File: src/rtl/wb_pkg.sv
// wb_pkg: shared Wishbone arbiter types, bus widths and default watchdog limit.
package wb_pkg;
    typedef enum logic [1:0] {IDLE, GRANT0, GRANT1} state_t;
    localparam int ADR_W       = 32;
    localparam int DAT_W       = 32;
    localparam int SEL_W       = 4;
    localparam int TIMEOUT_DEF = 256;
endpackage

File: src/rtl/wb_watchdog.sv
// wb_watchdog: counts stalled strobe cycles and raises a one-cycle expiry pulse
// the cycle after TIMEOUT_CYCLES consecutive stalls.
module wb_watchdog #(
    parameter int TIMEOUT_CYCLES = 256
) (
    input  logic clk_i,
    input  logic rst_ni,
    input  logic i_stb,
    input  logic i_term,
    input  logic i_clr,
    output logic o_expire
);
    logic [15:0] r_cnt;
    logic        r_expire;
    logic        w_stall;
    logic        w_limit;

    assign w_stall  = i_stb & ~i_term & ~i_clr;
    assign w_limit  = r_cnt == 16'(TIMEOUT_CYCLES - 1);
    assign o_expire = r_expire;

    always_ff @(posedge clk_i or negedge rst_ni) begin
        if (!rst_ni) begin
            r_cnt    <= '0;
            r_expire <= 1'b0;
        end else begin
            r_cnt    <= (w_stall && !w_limit) ? r_cnt + 16'd1 : '0;
            r_expire <= w_stall & w_limit;
        end
    end
endmodule

File: src/rtl/wb_arbiter2.sv
// wb_arbiter2: two-master Wishbone B4 classic round-robin arbiter.
// Define WB_ARBITER2_TIMEOUT_EN to add the stalled-slave watchdog.
module wb_arbiter2
    import wb_pkg::*;
#(
    parameter int TIMEOUT_CYCLES = TIMEOUT_DEF
) (
    input  logic             clk_i,
    input  logic             rst_ni,
    input  logic             m0_cyc_i,
    input  logic             m0_stb_i,
    input  logic             m0_we_i,
    input  logic [ADR_W-1:0] m0_adr_i,
    input  logic [SEL_W-1:0] m0_sel_i,
    input  logic [DAT_W-1:0] m0_dat_i,
    output logic [DAT_W-1:0] m0_dat_o,
    output logic             m0_ack_o,
    output logic             m0_err_o,
    output logic             m0_rty_o,
    input  logic             m1_cyc_i,
    input  logic             m1_stb_i,
    input  logic             m1_we_i,
    input  logic [ADR_W-1:0] m1_adr_i,
    input  logic [SEL_W-1:0] m1_sel_i,
    input  logic [DAT_W-1:0] m1_dat_i,
    output logic [DAT_W-1:0] m1_dat_o,
    output logic             m1_ack_o,
    output logic             m1_err_o,
    output logic             m1_rty_o,
    output logic             s_cyc_o,
    output logic             s_stb_o,
    output logic             s_we_o,
    output logic [ADR_W-1:0] s_adr_o,
    output logic [SEL_W-1:0] s_sel_o,
    output logic [DAT_W-1:0] s_dat_o,
    input  logic [DAT_W-1:0] s_dat_i,
    input  logic             s_ack_i,
    input  logic             s_err_i,
    input  logic             s_rty_i
);
    state_t r_state, w_next;
    logic   r_last_grant;
    logic   w_g0, w_g1;
    logic   w_expire, w_wd_err;

    always_ff @(posedge clk_i or negedge rst_ni) begin
        if (!rst_ni) begin
            r_state      <= IDLE;
            r_last_grant <= 1'b1;
        end else begin
            r_state <= w_next;
            if (w_next != IDLE) r_last_grant <= w_next == GRANT1;
        end
    end

    // The owner keeps the bus until it drops cyc; handover skips IDLE.
    always_comb begin
        w_next = IDLE;
        case (r_state)
            IDLE:    w_next = (m0_cyc_i && m1_cyc_i) ? (r_last_grant ? GRANT0 : GRANT1) :
                              m0_cyc_i ? GRANT0 : m1_cyc_i ? GRANT1 : IDLE;
            GRANT0:  w_next = m0_cyc_i ? GRANT0 : m1_cyc_i ? GRANT1 : IDLE;
            GRANT1:  w_next = m1_cyc_i ? GRANT1 : m0_cyc_i ? GRANT0 : IDLE;
            default: w_next = IDLE;
        endcase
    end

    assign w_g0 = r_state == GRANT0;
    assign w_g1 = r_state == GRANT1;

    assign s_cyc_o = (w_g0 & m0_cyc_i) | (w_g1 & m1_cyc_i);
    assign s_stb_o = ((w_g0 & m0_stb_i) | (w_g1 & m1_stb_i)) & ~w_expire;
    assign s_we_o  = (w_g0 & m0_we_i) | (w_g1 & m1_we_i);
    assign s_adr_o = w_g0 ? m0_adr_i : w_g1 ? m1_adr_i : '0;
    assign s_sel_o = w_g0 ? m0_sel_i : w_g1 ? m1_sel_i : '0;
    assign s_dat_o = w_g0 ? m0_dat_i : w_g1 ? m1_dat_i : '0;

    // A late slave ack in the expiry cycle takes precedence over the watchdog error.
    assign w_wd_err = w_expire & ~s_ack_i;

    assign m0_dat_o = w_g0 ? s_dat_i : '0;
    assign m0_ack_o = w_g0 & s_ack_i;
    assign m0_err_o = w_g0 & (s_err_i | w_wd_err);
    assign m0_rty_o = w_g0 & s_rty_i;
    assign m1_dat_o = w_g1 ? s_dat_i : '0;
    assign m1_ack_o = w_g1 & s_ack_i;
    assign m1_err_o = w_g1 & (s_err_i | w_wd_err);
    assign m1_rty_o = w_g1 & s_rty_i;

`ifdef WB_ARBITER2_TIMEOUT_EN
    wb_watchdog #(.TIMEOUT_CYCLES(TIMEOUT_CYCLES)) u_watchdog (
        .clk_i    (clk_i),
        .rst_ni   (rst_ni),
        .i_stb    (s_stb_o),
        .i_term   (s_ack_i | s_err_i | s_rty_i),
        .i_clr    (w_next != r_state),
        .o_expire (w_expire)
    );
`else
    assign w_expire = 1'b0;
`endif
endmodule
File: config.mk
export PLATFORM = sky130hd
export DESIGN_NAME = wb_arbiter2
export DESIGN_NICKNAME = d
export VERILOG_FILES = /design/src/rtl/wb_pkg.sv /design/src/rtl/wb_watchdog.sv /design/src/rtl/wb_arbiter2.sv
export SDC_FILE = /design/constraint.sdc
export NUM_CORES = 1
export LEC_CHECK = 0
export CORE_AREA = 2 2 126 128
export DETAILED_ROUTE_END_ITERATION = 8
export DIE_AREA = 0 0 128 130
export DONT_BUFFER_PORTS = 1
export GPL_TIMING_DRIVEN = 0
export PLACE_DENSITY = 0.3
export SLEW_MARGIN = 25
export SYNTH_ARGS = -nofsm -noshare
export SYNTH_HDL_FRONTEND = slang
export SYNTH_SLANG_ARGS = --single-unit
File: constraint.sdc
create_clock -name clk_i -period 1.16 [get_ports clk_i]
set_input_delay 0.116 -clock clk_i [delete_from_list [all_inputs] [get_ports clk_i]]
set_output_delay 0.116 -clock clk_i [all_outputs]
set_load 0.05 [all_outputs]
# After elaboration in Yosys (flattened, before gate mapping)
# Index checks and enable logic that the tools add are counted.
# Widths: inputs -> output; s select.
# totals
reg_bits	3
input_bits	179
output_inout_bits	141
word_cells	38
# op_classes
n_eq_ne	3
n_mux	15
bitwise_logic	15
n_reduce_logical	3
# ops
operator	n
$mux 32	6
$and 1x1->1	12
$mux 2	5
$mux 4	2
$pmux 2 s3	1
$eq 2x2->1 const B	2
$or 1x1->1	3
$eq 2x1->1 const B	1
$logic_not 2->1	1
$reduce_bool 2->1	1
$logic_and 1x1->1	1
$mux 1	1

# Depth between registers and ports, before layout
# depth
ltp_word	5
ltp_mapped	5
depth_no_buf	3

# Worst setup path before layout
# No wires, ideal clock.
# synth_timing
kind	register to output
startpoint	register r_state[0]
endpoint	output port s_dat_o[16]
arrival_time_ps	1363
t_required_ps	1044
setup_slack_ps	-319
path_stages_with_launch	6
path_buffers	3
cell_sequence	dfrtp_1 > nor2b_1 > buf_4 > buf_6 > buf_4 > a22o_1
# synth_between
elab_chain_cells	3
word_cells_on_any_way	4
classes_between	eq/ne (2); mux (2)
# synth_lines
element	line	rtl
start: declaration	wb_arbiter2.sv:41	state_t r_state, w_next;
start signal: assignment	wb_arbiter2.sv:51	r_state <= w_next;
$eq 2x2->1	wb_arbiter2.sv:69	assign w_g1 = r_state == GRANT1;
$mux 32	wb_arbiter2.sv:76	assign s_dat_o = w_g0 ? m0_dat_i : w_g1 ? m1_dat_i : '0;
$mux 32 *	wb_arbiter2.sv:76	
end: declaration	wb_arbiter2.sv:35	output logic [DAT_W-1:0] s_dat_o,
# Mark *: on every way between the ends. The rest lies on a longest branch, timed or not.

# Worst setup path in the final report
# layout_timing
startpoint	register r_state[1]
endpoint	output port s_dat_o[17]
# Same word-level chain as after synthesis.

==> run_results.csv <==
group,metric,value,unit
power,report.power.total,4.82,mW
outcome,status,"complete, but fails checks",
clock_tree,cts_tree,"built",
logic_synthesis,synth_top_area_share,44.9,%
setup_path,crit_fanout,10,
logic_synthesis,yosysWarnings,0,
clock_tree,clockBufferDepth,2,
global_routing,grt_max_degree,11,
power,power_density,1710,nW/um2
global_routing,grt_overflow,0,
routing,ant_nets,0,
setup_path,worstPathArrival,1500,ps
sta,clock.fmax,0.618,GHz
logic_synthesis,ys_seq_area_share,5.51,%
power,peakVddDrop,0.714,mV
clock_tree,cts_max_level,1,
sta,drv_slew,0,
final_layout,area_growth,103,%
floorplanning,rows,46,
routing,firstDrtPassIters,5,
clock_tree,cts_buffers,3,
clock_tree,clock_latency,220,ps
run,drv_cap,0,
setup_path,critPathKind,"reg2out",
floorplanning,io_pins,320,
final_layout,fill_cells,1703,
routing,routedWlPerCell,21.1,um
setup_path,cp-end-kind,"primary output",
routing,route.detailed.drc,0,
hold_path,hold_start,"m0_cyc_i",
routing,drt-total-wl,8180,um
logic_synthesis,synth_nets,358,
final_layout,layout_commonest_cell,"a22o_4",
logic_synthesis,synth_area_leaders,"a22o_1 45%, and2_1 33%, buf_6 8.1%, dfrtp_1 3.6%, buf_2 3.3%",
floorplanning,die_area,16600,um2
global_routing,antenna_found_initial,0,
global_routing,grt_first_pass_wirelength,9960,um
logic_synthesis,synth_cells,179,
floorplanning,start_util,8.98,%
setup_path,r2r_slack,70,ps
clock_tree,clk_pin_slew_worst_paths,30,ps
global_routing,grt.total_usage,7.98,%
sta,max_slew_margin,85.2,%
setup_path,crit_start,"r_state[1]$_DFF_PN0_",
routing,drt-initial-drc-count,55,
sta,hold_ws,24.0,ps
outcome,violations,"setup timing",
global_routing,grt_pass1_vias,1603,
placed_design,gp_congestion,0.782,
setup_path,startpoint_type,"register",
logic_synthesis,yosysTopAreaCell,"a22o_1",
logic_synthesis,avgSynthCellArea,7.74,um2
setup_path,r2r-start,"r_state[1]$_DFF_PN0_",
sta,tightest_slew,223,ps
final_layout,layout.nets,376,
clock_tree,clock-sinks,3,
logic_synthesis,yosys.cell_types.count,13,
placed_design,port_buffers,0,
floorplanning,die_width,128,um
clock_tree,cts_root_buf,"clkbuf_16",
sta,period_minus_slack,1620,ps
final_layout,n_antenna_cell,0,
sta,finalSetupViolCount,141,
power,leakage,1.28,nW
placed_design,hpwlAfterDp,6660,um
floorplanning,die_h,130,um
placed_design,dp_slack,-415,ps
floorplanning,core_area,15400,um2
hold_path,min_path_type,"in2reg",
final_layout,final_cell_mix,"71 x a22o_4, 70 x and2_4, 11 x buf_4",
sta,fin_ws,-458,ps
logic_synthesis,ys_ff_latch,3,
sta,finalClockSkew,1.91,ps
logic_synthesis,syn_area,1390,um2
sta,min_period_over_period,139,%
routing,vias,1644,
sta,rsz0062_at_grt,"yes",
routing,viasPerCell,4.24,
sta,hold_viol_final,0,
setup_path,critPathRequiredTime,1040,ps
final_layout,drive_gt1_share,91.8,%
==> kinds of logic (layout without fill, tap and decap cells) <==
group / Yosys count / after routing / share of synthesized area, %
simple gates: 77 / 77 / 34.4
buf+inv: 24 / 41 / 13.5
compound gates: 75 / 75 / 46.5
flops: 3 / 3 / 5.51
==> state kept, by name, summed over array words and instances (netlist names) <==
register and count:
r_state 2, r_last_grant 1
==> cells in the mapped netlist <==
| master | n |
|---|---|
| nor2b_1 | 3 |
| clkbuf_2 | 3 |
| nand2_1 | 1 |
| and2_1 | 72 |
| a22o_1 | 71 |
| dfstp_2 | 1 |
| buf_4 | 2 |
| buf_6 | 10 |
| buf_2 | 9 |
| nor2_1 | 1 |
| o22ai_1 | 2 |
| dfrtp_1 | 2 |
| a21oi_1 | 2 |
==> layer usage <==
layer | global-route usage [%] | part of all wire [%]
met4 | 0.776 | 0
met3 | 1.72 | 7.7
met1 | 10.6 | 41
met2 | 13.8 | 51
met5 | 0 | 0
==> layout make-up <==
| cell class | instances | area [um2] | area share (%) |
|---|---|---|---|
| multi-input cells | 152 | 1920 | 68.1 |
| clock buffers | 4 | 78.8 | 2.80 |
| plain buffers | 21 | 272 | 9.64 |
| flip-flops and latches | 3 | 76.3 | 2.71 |
| repair buffers | 16 | 231 | 8.22 |
| well taps | 192 | 240 | 8.53 |
==> worst max-delay path, stage by stage (launching register included) <==
cell and delay (ps):
dfrtp_1 380, nor2b_1 140, buf_6 150, buf_12 140, buf_12 140, a22o_4 330
==> power by group <==
group          total (mW)  switching (mW)  internal, mW
sequential          0.138          0.0109         0.127
clock               0.546          0.0930         0.453
combinational        4.14            2.76          1.38
==> path summary, 6_finish.rpt <==
kind / endpoint / cells after the start
max reg2reg: r_state[1]$_DFF_PN0_ / 5
min reg2reg: r_last_grant$_DFFE_PN1P_ / 2
max in group asynchronous: r_last_grant$_DFFE_PN1P_ / 1
max: s_dat_o[17] / 5
min in group asynchronous: r_state[1]$_DFF_PN0_ / 1
min: r_state[0]$_DFF_PN0_ / 1
==> per-stage QoR <==
stage | TNS [ps] | area (um2) | cells | utilization (%)
after global routing | -63270 | 2820 | 388 | 18.3
after floorplan | -17120 | 1880 | 179 | -
final | -54780 | 2820 | 388 | 18.3
after global placement | -39800 | 2120 | 371 | 13.8
after detailed placement | -42770 | 2120 | 371 | 13.8
after CTS | -57900 | 2690 | 382 | 17.4
==> what timing repair did <==
action                                  4_1_cts  5_1_grt
buffers inserted                              3        7
cloned                                        2        2
endpoints found under the hold margin         4        0
pin swaps                                    44       19
hold buffers                                  2        0
endpoints found under the setup margin      141      141
resized for setup                            84       16
(Power assumes the default switching activity.)
